==> src/rtl/cbc_ctl_in.sv <==
// cbc_ctl_in: input-side controller of the AES CBC datapath.
// Pops framed words from an FWFT FIFO, packs four of them into a 128-bit
// block, XORs with the IV or the previous ciphertext and launches the AES core.
// Build option: define CBC_CHAIN_EN for CBC chaining; without it the block
// goes to the core unchained (ECB) and i_iv / i_chain are ignored.
//
// state | meaning
// ------+------------------------------------------------------------
// IDLE  | waiting for a 01-flagged word to open a message
// FILL  | collecting words into the current block (lane idx)
// START | one-cycle start pulse, block already registered on o_aes_data
// WAIT  | core busy; no pops until i_aes_done
module cbc_ctl_in #(
   parameter int MAX_WORDS = 252
) (
   input  logic         clk,
   input  logic         rst_n,
   input  logic         i_empty_fifo,
   input  logic [33:0]  i_data_in,
   output logic         o_rd_in,
   input  logic [127:0] i_iv,
   input  logic [127:0] i_chain,
   input  logic         i_aes_done,
   output logic         o_aes_start,
   output logic [127:0] o_aes_data,
   output logic [7:0]   o_data_len,
   output logic         o_busy,
   output logic         o_err
);

   typedef enum logic [1:0] {IDLE, FILL, START, WAIT} state_t;

   localparam logic [1:0] FLAG_FIRST = 2'b01;
   localparam logic [1:0] FLAG_LAST  = 2'b10;
   localparam logic [1:0] FLAG_RSVD  = 2'b11;
   localparam logic [7:0] MAX_CNT    = 8'(MAX_WORDS);

   state_t       state_q, state_d;
   logic [1:0]   idx_q, idx_d;
   logic [95:0]  blk_q, blk_d;
   logic [7:0]   cnt_q, cnt_d;
   logic         last_q, last_d;
   logic [7:0]   len_q, len_d;
   logic [127:0] data_q, data_d;
   logic         err_q, err_d;
`ifdef CBC_CHAIN_EN
   logic [127:0] chain_q, chain_d;
`else
   logic         unused_chain_inputs;
   assign unused_chain_inputs = ^{i_iv, i_chain};
`endif

   logic [1:0]   flag;
   logic [31:0]  payload;
   logic         pop;
   logic [127:0] blk_full;

   assign flag    = i_data_in[33:32];
   assign payload = i_data_in[31:0];

   // Pops only while collecting words; held off during reset so nothing is consumed.
   assign pop = rst_n && !i_empty_fifo && (state_q == IDLE || state_q == FILL);

   assign o_rd_in     = pop;
   assign o_aes_start = (state_q == START);
   assign o_busy      = (state_q != IDLE);
   assign o_aes_data  = data_q;
   assign o_data_len  = len_q;
   assign o_err       = err_q;

   // Next-state, block packing, word counting and framing checks.
   always_comb begin
      state_d  = state_q;
      idx_d    = idx_q;
      blk_d    = blk_q;
      cnt_d    = cnt_q;
      last_d   = last_q;
      len_d    = len_q;
      data_d   = data_q;
      err_d    = 1'b0;
`ifdef CBC_CHAIN_EN
      chain_d  = chain_q;
`endif
      blk_full = '0;

      case (state_q)
         IDLE: begin
            if (pop) begin
               if (flag == FLAG_FIRST) begin
                  blk_d   = {64'h0, payload};
`ifdef CBC_CHAIN_EN
                  chain_d = i_iv;
`endif
                  cnt_d   = 8'd1;
                  idx_d   = 2'd1;
                  last_d  = 1'b0;
                  len_d   = 8'd0;
                  state_d = FILL;
               end else begin
                  err_d = 1'b1;
               end
            end
         end

         FILL: begin
            if (pop) begin
               if (flag == FLAG_FIRST) begin
                  // A new message header mid-block: drop the partial message.
                  blk_d   = {64'h0, payload};
`ifdef CBC_CHAIN_EN
                  chain_d = i_iv;
`endif
                  cnt_d   = 8'd1;
                  idx_d   = 2'd1;
                  last_d  = 1'b0;
                  len_d   = 8'd0;
                  err_d   = 1'b1;
               end else begin
                  if (flag == FLAG_RSVD) begin
                     err_d = 1'b1;
                  end
                  if (cnt_q >= MAX_CNT) begin
                     err_d = 1'b1;
                  end else begin
                     cnt_d = cnt_q + 8'd1;
                  end
                  if (flag == FLAG_LAST) begin
                     last_d = 1'b1;
                     len_d  = (cnt_d + 8'd3) & 8'hFC;
                  end
                  // Lanes above the current word are zero, which pads short blocks.
                  case (idx_q)
                     2'd0:    blk_full = {96'h0, payload};
                     2'd1:    blk_full = {64'h0, payload, blk_q[31:0]};
                     2'd2:    blk_full = {32'h0, payload, blk_q[63:0]};
                     default: blk_full = {payload, blk_q[95:0]};
                  endcase
                  if (idx_q == 2'd3 || flag == FLAG_LAST) begin
                     if (idx_q != 2'd3) begin
                        err_d = 1'b1;
                     end
`ifdef CBC_CHAIN_EN
                     data_d = blk_full ^ chain_q;
`else
                     data_d = blk_full;
`endif
                     state_d = START;
                  end else begin
                     blk_d = blk_full[95:0];
                     idx_d = idx_q + 2'd1;
                  end
               end
            end
         end

         START: begin
            state_d = WAIT;
         end

         WAIT: begin
            if (i_aes_done) begin
`ifdef CBC_CHAIN_EN
               chain_d = i_chain;
`endif
               idx_d   = 2'd0;
               state_d = last_q ? IDLE : FILL;
            end
         end

         default: begin
            state_d = IDLE;
         end
      endcase
   end

   // State and datapath registers, cleared asynchronously.
   always_ff @(posedge clk or negedge rst_n) begin
      if (!rst_n) begin
         state_q <= IDLE;
         idx_q   <= 2'd0;
         blk_q   <= '0;
         cnt_q   <= 8'd0;
         last_q  <= 1'b0;
         len_q   <= 8'd0;
         data_q  <= '0;
         err_q   <= 1'b0;
`ifdef CBC_CHAIN_EN
         chain_q <= '0;
`endif
      end else begin
         state_q <= state_d;
         idx_q   <= idx_d;
         blk_q   <= blk_d;
         cnt_q   <= cnt_d;
         last_q  <= last_d;
         len_q   <= len_d;
         data_q  <= data_d;
         err_q   <= err_d;
`ifdef CBC_CHAIN_EN
         chain_q <= chain_d;
`endif
      end
   end

endmodule

==> config.mk <==
export PLATFORM = sky130hd
export DESIGN_NAME = cbc_ctl_in
export DESIGN_NICKNAME = d
export VERILOG_FILES = /design/src/rtl/cbc_ctl_in.sv
export SDC_FILE = /design/constraint.sdc
export NUM_CORES = 1
export LEC_CHECK = 0
export BUFFER_PORTS_ARGS = -buffer_cell sky130_fd_sc_hd__buf_4
export CORE_AREA = 5 5 167 169
export CTS_CLUSTER_DIAMETER = 30
export DETAILED_ROUTE_END_ITERATION = 7
export DIE_AREA = 0 0 172 174
export GPL_TIMING_DRIVEN = 0
export PLACE_DENSITY = 0.69
export RECOVER_POWER = 100
export REMOVE_ABC_BUFFERS = 1
export SLEW_MARGIN = 20
export SYNTH_ARGS = -nofsm -noshare
export SYNTH_HDL_FRONTEND = slang
export SYNTH_SLANG_ARGS = --single-unit
==> constraint.sdc <==
create_clock -name clk -period 3.2 [get_ports clk]
set_clock_uncertainty 0.1 [all_clocks]
set_input_delay 0.32 -clock clk [delete_from_list [all_inputs] [get_ports clk]]
set_output_delay 0.32 -clock clk [all_outputs]
set_load 0.02 [all_outputs]
### Word-level counts from Yosys, hierarchy flattened

Cells that the tools add are included.

| storage, ports and cells | value |
|---|---|
| register bits after elaboration | 246 |
| input bits | 294 |
| output and inout port bits | 140 |
| word-level logic and storage cells | 97 |

| cells by class | value |
|---|---|
| $add $sub $neg | 3 |
| magnitude comparators | 1 |
| equal/unequal tests | 18 |
| muxes and demuxes | 50 |
| bitwise operators | 1 |
| reduce and logical (&&, ||, !) cells | 16 |

Operators by type and width:

| kind | count |
|---|---|
| $mux 96 | 5 |
| $pmux 128 s3 | 1 |
| $pmux 96 s2 | 1 |
| $mux 8 | 13 |
| $pmux 8 s2 | 2 |
| $mux 2 | 10 |
| $mux 1 | 14 |
| $eq 2x2->1 const B | 6 |
| $reduce_and 6->1 | 2 |
| $ne 2x2->1 const B | 5 |
| $reduce_and 5->1 | 2 |
| $add 8x1->8 const B | 1 |
| $add 8x2->8 const B | 1 |
| $ge 8x8->1 const B | 1 |
| $pmux 2 s4 | 1 |
| $reduce_and 4->1 | 2 |
| $eq 2x1->1 const B | 3 |
| $pmux 2 s3 | 1 |
| $logic_not 2->1 | 2 |
| $ne 2x1->1 const B | 2 |
| $pmux 1 s2 | 2 |
| $reduce_bool 2->1 | 2 |
| $ne 3x1->1 const B | 1 |
| $ne 3x3->1 const B | 1 |
| 6 further kinds | 8 |

### Depth between registers and ports, before layout

Gate-level depths: netlist of run 1.

| depth | value |
|---|---|
| depth in word-level cells | 10 |
| gate-level depth with buffers | 10 |
| gate-level depth less buffers | 7 |

### Worst setup path before layout of run 1

No wires, ideal clock.

| path | value |
|---|---|
| kind | flip-flop to flip-flop |
| start | register cnt_q[1] |
| end | register len_q[6] (netlist: o_data_len[6]) |
| arrival | 1.884 ns |
| slack | 1.090 ns |
| cell stages (with the launch flop) | 8 |
| buffers on the path | 1 |
| path through | dfrtp_1 ha_1 buf_2 a21o_1 a2111oi_4 a211o_1 nand3_1 a221o_1 |

| on the way | value |
|---|---|
| cells in the longest elaborated chain, start to end | 10 |
| elaborated cells on any way between the ends | 11 |
| those cells by class | add/sub (2); order compare (1); mux (8) |

Ends and longest elaborated chain:

| element | RTL line | text |
|---|---|---|
| from (decl) | 41 | `logic [7:0] cnt_q, cnt_d;` |
| from (signal assigned) | 194 | `cnt_q <= cnt_d;` |
| $add 8x1->8 / $ge 8x8->1 (equally long branches) | 125, 122 |  |
| $mux 8 * | 122 | `if (cnt_q >= MAX_CNT) begin` |
| $mux 8 * | 107 | `if (flag == FLAG_FIRST) begin` |
| $mux 8 * | 106 | `if (pop) begin` |
| $mux 8 * | 86 | `case (state_q)` |
| $add 8x2->8 * | 129 | `len_d = (cnt_d + 8'd3) & 8'hFC;` |
| $mux 8 * | 127 | `if (flag == FLAG_LAST) begin` |
| $mux 8 * | 107 |  |
| $mux 8 * | 106 |  |
| $pmux 8 s2 * | 86 |  |
| to (signal assigned) | 196 | `len_q <= len_d;` |
| to (decl) | 43 | `logic [7:0] len_q, len_d;` |

Every way passes the cells marked *; elsewhere a longest branch is shown, timed or not. The select of a mux whose other input is x is not followed.
A chain may end at the register's enable or synchronous reset.

### Worst setup path in the final report of run 1

| path | value |
|---|---|
| start | input rst_n |
| end | register blk_q[79] |

| on the way | value |
|---|---|
| cells in the longest elaborated chain, start to end | 4 |
| elaborated cells on any way between the ends | 5 |
| those cells by class | eq/ne (2); reduce/logical (3) |

Ends and longest elaborated chain:

| element | RTL line | text |
|---|---|---|
| from (decl) | 17 | `input logic rst_n,` |
| $logic_and 1x1->1 * (2 in a row) | 62 | `assign pop = rst_n && !i_empty_fifo && (state_q == IDLE \|\| state_q == FILL);` |
| $ne 2x2->1 (no source line) | n/a |  |
| $reduce_and 5->1 (no source line) * | n/a |  |
| to (signal assigned) | 193 | `blk_q <= blk_d;` |
| to (decl) | 40 | `logic [95:0] blk_q, blk_d;` |

Every way passes the cells marked *; elsewhere a longest branch is shown, timed or not.

==> results of run 1 <==
## metal layers
metal / part of all wire / track usage / vias to the layer above
met4: 0.019 / 0.0531 / 0
met3: 0.10 / 0.0796 / 49
li1: - / - / 4076
met5: 0 / 0 / -
met2: 0.43 / 0.297 / 318
met1: 0.45 / 0.291 / 4286
## layout make-up
type | count | area (µm²)
flip-flops and latches | 244 | 6110
repair buffers | 223 | 1370
clock inverters | 22 | 357
inverters | 9 | 33.8
well taps | 341 | 427
clock buffers | 79 | 1590
fillers | 2457 | 12500
multi-input cells | 692 | 4050
## kinds of logic (layout without fill, tap and decap cells)
group,count (synthesis),count (layout)
buffers and inverters,93,333
XOR/XNOR,3,3
multiplexers,6,6
flip-flops,244,244
other,1,2
adder cells (fa/ha/maj),12,12
AND/OR/NAND/NOR,295,295
AO/OA/AOI/OAI,374,374
## cell usage after synthesis (all sizes together) (2+ instances only)
library cell	n	share of area
dfrtp	244	0.58
nand2	212	0.075
o21ai	138	0.065
a22o	99	0.082
a22oi	67	0.048
clkbuf	49	0.017
nor2	44	0.016
a21oi	41	0.020
buf	35	0.023
ha	12	0.014
inv	9	0.0032
a21o	7	0.0050
nand2b	6	0.0043
nor2b	6	0.0036
nand3	5	0.0028
o31ai	5	0.0036
a31oi	4	0.0024
mux2i	4	0.0038
nor3	4	0.0019
or2	4	0.0024
nor4	3	0.0032
or3	3	0.0018
xnor2	3	0.0025
and2	2	0.0012
mux2	2	0.0021
o21a	2	0.0014
## registers in the layout, summed over array words and instances, names as in the netlist
register and count:
blk_q 96, o_aes_data 128, idx_q 2, cnt_q 8, o_err 1, state_q 2, last_q 1, o_data_len 6
## repair_timing
item | CTS | global route
hold buffers | 33 | 0
gates resized for setup | 1 | 3
endpoints found under the setup margin | 32 | 64
hold endpoints to repair | 203 | 0
pin swaps | 0 | 0
## power groups by stage
stage                     sequential (W)  clock [W]  combinational, W
after global placement           0.00448          0           0.00359
after global routing             0.00457    0.00606           0.00374
after CTS                        0.00446    0.00587           0.00384
after detailed placement         0.00449          0           0.00378
final                            0.00445    0.00578           0.00339
after floorplan                  0.00496          0           0.00156
## worst reg2reg max path, stage by stage, from the launching register on
cell and delay (ns):
dfrtp_1 0.43, inv_1 0.13, ha_1 0.27, nand3b_1 0.23, a21oi_4 0.33, nand2b_4 0.14, nor4_2 0.61, clkbuf_2 0.44
a22o_1 0.22
## how the worst max path moves through the flow
stage | end | slack [ns] | cells past startpoint
after global routing | blk_q[67] | 0.05 | 8
after floorplan | o_aes_data[0] | -1.88 | 4
after CTS | blk_q[50] | 0.05 | 5
after global placement | o_aes_data[54] | -5.67 | 4
after detailed placement | blk_q[47] | -0.21 | 5
final | blk_q[79] | 0.22 | 8
## through the flow
stage	cell area [µm²]	TNS [ns]	hold slack (ns)
after global routing	13900	0	0.0801
after global placement	11900	-1197.00	0.363
after CTS	14500	0	0.0303
after detailed placement	12300	-6.16	0.287
after floorplan	10100	-325.18	-0.0756
final	13900	0	0.0437
==> out/qor.json, run 1 <==
{
  "setup_path": {
    "cp.buffers_inverters": 3,
    "ff2ff_setup_slack_ns": 0.22,
    "worstPathCellList": "dlygate4sd3_1 -> buf_12 -> nand2b_1 -> a21oi_4 -> nand2b_4 -> nor4_2 -> clkbuf_2 -> a22o_1",
    "setup.worst_path.start": "rst_n",
    "cp_required_ns": 3.57,
    "r2r-end": "blk_q[79]",
    "critPathKind": "in -> reg",
    "max_stage_delay_ns": 0.61,
    "crit_path_max_fanout": 86,
    "endpoint_kind": "register",
    "timing.critical_path.slowest_stage_cell": "nor4_2",
    "critical_path_arrival_ns": 3.35,
    "start_kind": "input pin",
    "reg2reg_depth": 8,
    "timing.critical_path.max_delay_family": "buffers and inverters",
    "rr_startpoint": "state_q[0]"
  },
  "logic_synthesis": {
    "postSynthAreaPerCell_um2": 10.3,
    "ys_ff_latch": 244,
    "synthArstFlopShare": 1.00,
    "synth_enable_flop_cells": 0,
    "yosysWarningCount": 0,
    "synth_area_in_xor_xnor": 0.00249,
    "synth-simple-area-share": 0.117,
    "synthesized_area_um2": 10600,
    "compound_cell_area_share_of_the_yosys_netlist": 0.239,
    "synth-adder-area-share": 0.0142,
    "postSynth.topFlopCell": "dfrtp_1",
    "seq_area_frac_synth": 0.578,
    "synth_cell_types": 53,
    "syn-instance-count": 1028,
    "synth.mux.area_fraction": 0.00592,
    "synth_top_family_by_area": "compound AO/OA/AOI/OAI gates"
  },
  "power_and_ir_drop": {
    "power.total_w": 0.0136,
    "power.share.clock": 0.424,
    "switching_power_w": 0.00447,
    "power.combinational.fraction": 0.249,
    "power.sequential.fraction": 0.327,
    "max-vdd-ir-drop_uv": 555,
    "switching_share": 0.328,
    "leakage_nw": 6.29,
    "power_density_nw_per_um2": 978,
    "power_report.internal_total_w": 0.00916
  },
  "detailed_routing": {
    "routedWlPerCell_um": 19.1,
    "wirelength_um": 30800,
    "ant_nets": 0,
    "dr.first_iter.drc_count": 644,
    "routed_via_density": 5.42,
    "drc": 0,
    "detail_route.first_pass.iterations": 5,
    "routed-via-count": 8729
  },
  "timing": {
    "final.period_utilization": 0.932,
    "fmaxAchievable_mhz": 335,
    "worst-slew-pin-transition_ns": 1.88,
    "grt_setup_unrepaired": "no",
    "min_period_ns": 2.98,
    "final-hold-violation-count": 0,
    "layout_setup_ws_ns": 0.219,
    "relSlewSlack": -0.252,
    "timing_max_transition_violations_final": 76,
    "timing.final.setup_violations": 0
  },
  "layout": {
    "num_antenna_cells": 0,
    "fin_nets": 1531,
    "finalCoreUtilization": 0.527,
    "area_growth_pct": 31.8,
    "layout_commonest_cell": "dfrtp_1",
    "share_of_cells_above_drive_strength_1": 0.127,
    "fin_cells": 1610,
    "mostFrequentLayoutCells": "dfrtp_1 (244), nand2_1 (211), clkbuf_1 (151)"
  },
  "floorplanning": {
    "die_area_um2": 29900,
    "die_h_um": 174,
    "number_of_top_level_design_ports": 434,
    "die_width_um": 172,
    "design.core.area_um2": 26400,
    "start_util": 0.400,
    "rows": 60
  },
  "cts": {
    "clock_insertion_delay_worst_skew_ns": 0.55,
    "tritoncts.num_buffers": 55,
    "cts.clk_slew.worst_paths_ns": 0.05,
    "clockRootBuffer": "clkbuf_16",
    "clock-sinks": 244,
    "cts.path.max_buffers": 3,
    "cts_post_setup_buffers_inserted": 0,
    "tritoncts": "built",
    "cts_htree_levels": 2
  },
  "place": {
    "port-buffer-count": 175,
    "post-dp-hpwl_um": 19100,
    "pre_cts_ws_ns": -0.209,
    "dp_cells": 1476,
    "finalWeightedCongestion": 0.815
  },
  "global_routing": {
    "grt_overflow_total": 0,
    "grt_start_max_net_pins": 88,
    "grt_pass1_wl_um": 49500,
    "grt_pass1_vias": 8848,
    "global_route.usage.total": 0.205,
    "grt_antenna_before_repair": 0
  },
  "outcome": {
    "violations_in_the_final_reports": "capacitance limit, slew limit",
    "status": "complete, but fails checks"
  },
  "job": {
    "timing.max_cap.violations": 1
  },
  "min_path": {
    "hold_path_class": "in -> reg",
    "hold_path_end": "o_err",
    "holdCritStartpoint": "i_data_in[32]",
    "holdPathStages": 3
  }
}
Note: power is estimated with default switching activity, not from simulation.
==> inputs of run 2 (changes only) <==
--- a/config.mk
+++ b/config.mk
@@ -6,12 +6,12 @@
 export NUM_CORES = 1
 export LEC_CHECK = 0
 export BUFFER_PORTS_ARGS = -buffer_cell sky130_fd_sc_hd__buf_4
-export CORE_AREA = 5 5 167 169
+export CORE_AREA = 5 5 166 168
 export CTS_CLUSTER_DIAMETER = 30
 export DETAILED_ROUTE_END_ITERATION = 7
-export DIE_AREA = 0 0 172 174
+export DIE_AREA = 0 0 171 173
 export GPL_TIMING_DRIVEN = 0
-export PLACE_DENSITY = 0.69
+export PLACE_DENSITY = 0.73
 export RECOVER_POWER = 100
 export REMOVE_ABC_BUFFERS = 1
 export SLEW_MARGIN = 20
==> constraint.sdc (replaced) <==
create_clock -name clk -period 2.6 [get_ports clk]
set_clock_uncertainty 0.1 [all_clocks]
set_input_delay 0.26 -clock clk [delete_from_list [all_inputs] [get_ports clk]]
set_output_delay 0.26 -clock clk [all_outputs]
set_load 0.02 [all_outputs]
==> out/qor.json, run 2 (same netlist as run 1, synthesis figures left out) <==
{
  "outcome": {
    "status": "finished clean"
  },
  "floorplanning": {
    "number_of_top_level_design_ports": {"value": 434, "change": "unchanged"},
    "die_area": {"value": 29600, "unit": "µm²", "change": "-1.2%"},
    "die_width": {"value": 171, "unit": "µm", "change": "-0.58%"},
    "die_h": {"value": 173, "unit": "µm", "change": "-0.57%"},
    "start_util": {"value": 0.410, "change": "+0.0103"},
    "rows": {"value": 59, "change": "-1.7%"},
    "design.core.area": {"value": 25800, "unit": "µm²", "change": "-2.5%"}
  },
  "layout": {
    "mostFrequentLayoutCells": "dfrtp_1 (244), nand2_1 (211), clkbuf_1 (146)",
    "number_of_flip_flops_in_the_largest_register": {"value": 128, "change": "unchanged"},
    "layout_commonest_cell": "dfrtp_1",
    "area_growth": {"value": 31.8, "unit": "%", "change": "about the same"},
    "share_of_cells_above_drive_strength_1": {"value": 0.137, "change": "+0.0103"},
    "fillers": {"value": 2293, "change": "-6.7%"},
    "post_route_cell_area": {"value": 13900, "unit": "µm²", "change": "about the same"},
    "fin_nets": {"value": 1538, "change": "+0.46%"},
    "num_antenna_cells": {"value": 0, "change": "unchanged"}
  },
  "cts": {
    "clock-sinks": {"value": 244, "change": "unchanged"},
    "tritoncts": "built",
    "cts_htree_levels": {"value": 2, "change": "unchanged"},
    "cts.clk_slew.worst_paths": {"value": 0.05, "unit": "ns", "change": "about the same"},
    "tritoncts.num_buffers": {"value": 53, "change": "-3.6%"},
    "clockRootBuffer": "clkbuf_16",
    "cts.path.max_buffers": {"value": 3, "change": "unchanged"},
    "clock_insertion_delay_worst_skew": {"value": 0.56, "unit": "ns", "change": "about the same"}
  },
  "timing": {
    "min_period_ns": 2.53,
    "final.period_utilization": 0.973,
    "final-hold-violation-count": {"value": 0, "change": "unchanged"},
    "fmaxAchievable_mhz": 395,
    "worst-slew-pin-transition": {"value": 1.27, "unit": "ns", "change": "-0.607 ns"},
    "relSlewSlack": {"value": 0.153, "change": "+0.405"},
    "grt_setup_unrepaired": "no",
    "fin_tns_setup": {"value": 0, "unit": "ns", "change": "unchanged"},
    "layout_setup_ws": {"value": 0.0712, "unit": "ns", "change": "-0.148 ns"},
    "timing.final.setup_violations": {"value": 0, "change": "unchanged"},
    "worst_hold_slack": {"value": 0.0412, "unit": "ns", "change": "-0.00251 ns"},
    "timing_max_transition_violations_final": {"value": 0, "change": "-100%"}
  },
  "power_and_ir_drop": {
    "power.combinational.fraction": {"value": 0.267, "change": "+0.018"},
    "power_density": {"value": 1170, "unit": "nW/µm²", "change": "+20%"},
    "power.total": {"value": 0.0163, "unit": "W", "change": "+20%"},
    "switching_power": {"value": 0.00571, "unit": "W", "change": "+28%"},
    "power_report.internal_total": {"value": 0.0106, "unit": "W", "change": "+16%"},
    "power.sequential.fraction": {"value": 0.338, "change": "+0.011"},
    "switching_share": {"value": 0.350, "change": "+0.0224"},
    "max-vdd-ir-drop": {"value": 690, "unit": "µV", "change": "+24%"},
    "power.share.clock": {"value": 0.395, "change": "-0.029"},
    "leakage": {"value": 6.27, "unit": "nW", "change": "-0.35%"}
  },
  "setup_path": {
    "critical_path_arrival": {"value": 2.89, "unit": "ns", "change": "-0.46 ns"},
    "start_kind": "register",
    "endpoint_kind": "register",
    "crit_path_max_fanout": {"value": 59, "change": "-31%"},
    "cp_required": {"value": 2.96, "unit": "ns", "change": "-0.61 ns"},
    "critPathKind": "reg -> reg"
  },
  "job": {
    "timing.max_cap.violations": {"value": 0, "change": "-1"}
  },
  "detailed_routing": {
    "wirelength": {"value": 32100, "unit": "µm", "change": "+4.2%"},
    "ant_nets": {"value": 0, "change": "unchanged"},
    "routed-via-count": {"value": 8924, "change": "+2.2%"},
    "dr.first_iter.drc_count": {"value": 748, "change": "+16%"},
    "drc": {"value": 0, "change": "unchanged"},
    "routed_via_density": {"value": 5.54, "change": "+2.2%"},
    "detail_route.first_pass.iterations": {"value": 5, "change": "unchanged"},
    "routedWlPerCell": {"value": 19.9, "unit": "µm", "change": "+4.1%"}
  },
  "place": {
    "post-dp-hpwl": {"value": 19700, "unit": "µm", "change": "+2.8%"},
    "finalWeightedCongestion": {"value": 0.814, "change": "about the same"},
    "placedInstanceArea": {"value": 12300, "unit": "µm²", "change": "+0.49%"},
    "port-buffer-count": {"value": 175, "change": "unchanged"},
    "pre_cts_ws": {"value": -0.738, "unit": "ns", "change": "-0.529 ns"}
  },
  "min_path": {
    "hold_path_class": "in -> reg"
  },
  "global_routing": {
    "global_route.usage.total": {"value": 0.212, "change": "+0.00666"},
    "grt_pass1_vias": {"value": 9122, "change": "+3.1%"},
    "grt_pass1_wl": {"value": 50800, "unit": "µm", "change": "+2.5%"},
    "grt_antenna_before_repair": {"value": 0, "change": "unchanged"},
    "grt_start_max_net_pins": {"value": 89, "change": "+1.1%"},
    "grt_overflow_total": {"value": 0, "change": "unchanged"}
  }
}
==> run 2: cell count changes in the layout (fill, tap and decap cells not counted), sizes merged <==
cell / change
buf: +4
clkbuf: -10
clkinv: +9
clkinvlp: +6
dlygate4sd3: +2
bufinv: -5
or2: +1
==> run 2: power groups by stage <==
stage	Combinational, W	Clock [W]	Sequential [W]
after detailed placement	0.00473	0	0.00554
after global routing	0.00474	0.00675	0.00563
after CTS	0.00487	0.00652	0.00552
after floorplan	0.00193	0	0.00610
after global placement	0.00438	0	0.00550
final	0.00435	0.00644	0.00551
==> run 2: cell type report <==
type	instances	area [µm²]	area share
clock buffers	67	1450	0.104
clock inverters	32	319	0.0229
inverters	9	33.8	0.00243
multi-input cells	693	4100	0.294
flip-flops and latches	244	6110	0.438
well taps	335	419	0.0301
repair buffers	231	1510	0.108
==> run 2: path summary, 6_finish.rpt <==
check                      depth (start not counted)            start  slack [ns]              end
max                                                5         idx_q[0]        0.07        blk_q[39]
min                                                4     i_empty_fifo        0.04           last_q
max reg2reg                                        5         idx_q[0]        0.07        blk_q[39]
min reg2reg                                        2  o_aes_data[111]        0.37  o_aes_data[111]
max in group asynchronous                          4            rst_n        0.49        blk_q[26]
min in group asynchronous                          2            rst_n        0.12        blk_q[95]
==> run 2: critical path: stages, from the launching register on <==
cell,delay (ns)
dfrtp_1,0.49
ha_4,0.41
buf_16,0.26
or2_4,0.39
a21o_4,0.46
a22o_1,0.21
==> run 2: metrics by stage <==
| stage | utilization | cells |
|---|---|---|
| final | 0.541 | 1611 |
| after global routing | 0.541 | 1611 |
| after detailed placement | 0.478 | 1473 |
| after floorplan | - | 945 |
| after CTS | 0.563 | 1611 |
| after global placement | 0.461 | 1455 |
==> run 2: routing by layer <==
metal / track usage / vias up / wire, µm / share of wire
met4: 0.0571 / 0 / 721 / 0.022
li1: - / 4076 / - / -
met1: 0.298 / 4398 / 14000 / 0.44
met5: 0 / - / 0 / 0
met3: 0.0806 / 63 / 3410 / 0.11
met2: 0.309 / 387 / 13900 / 0.43
==> run 2: timing repair <==
action	in CTS	in global routing
resized for setup	3	5
pin swaps	4	1
hold endpoints to repair	313	0
gates cloned	1	0
hold buffers	35	0
setup endpoints to repair	108	125
setup buffers	3	1
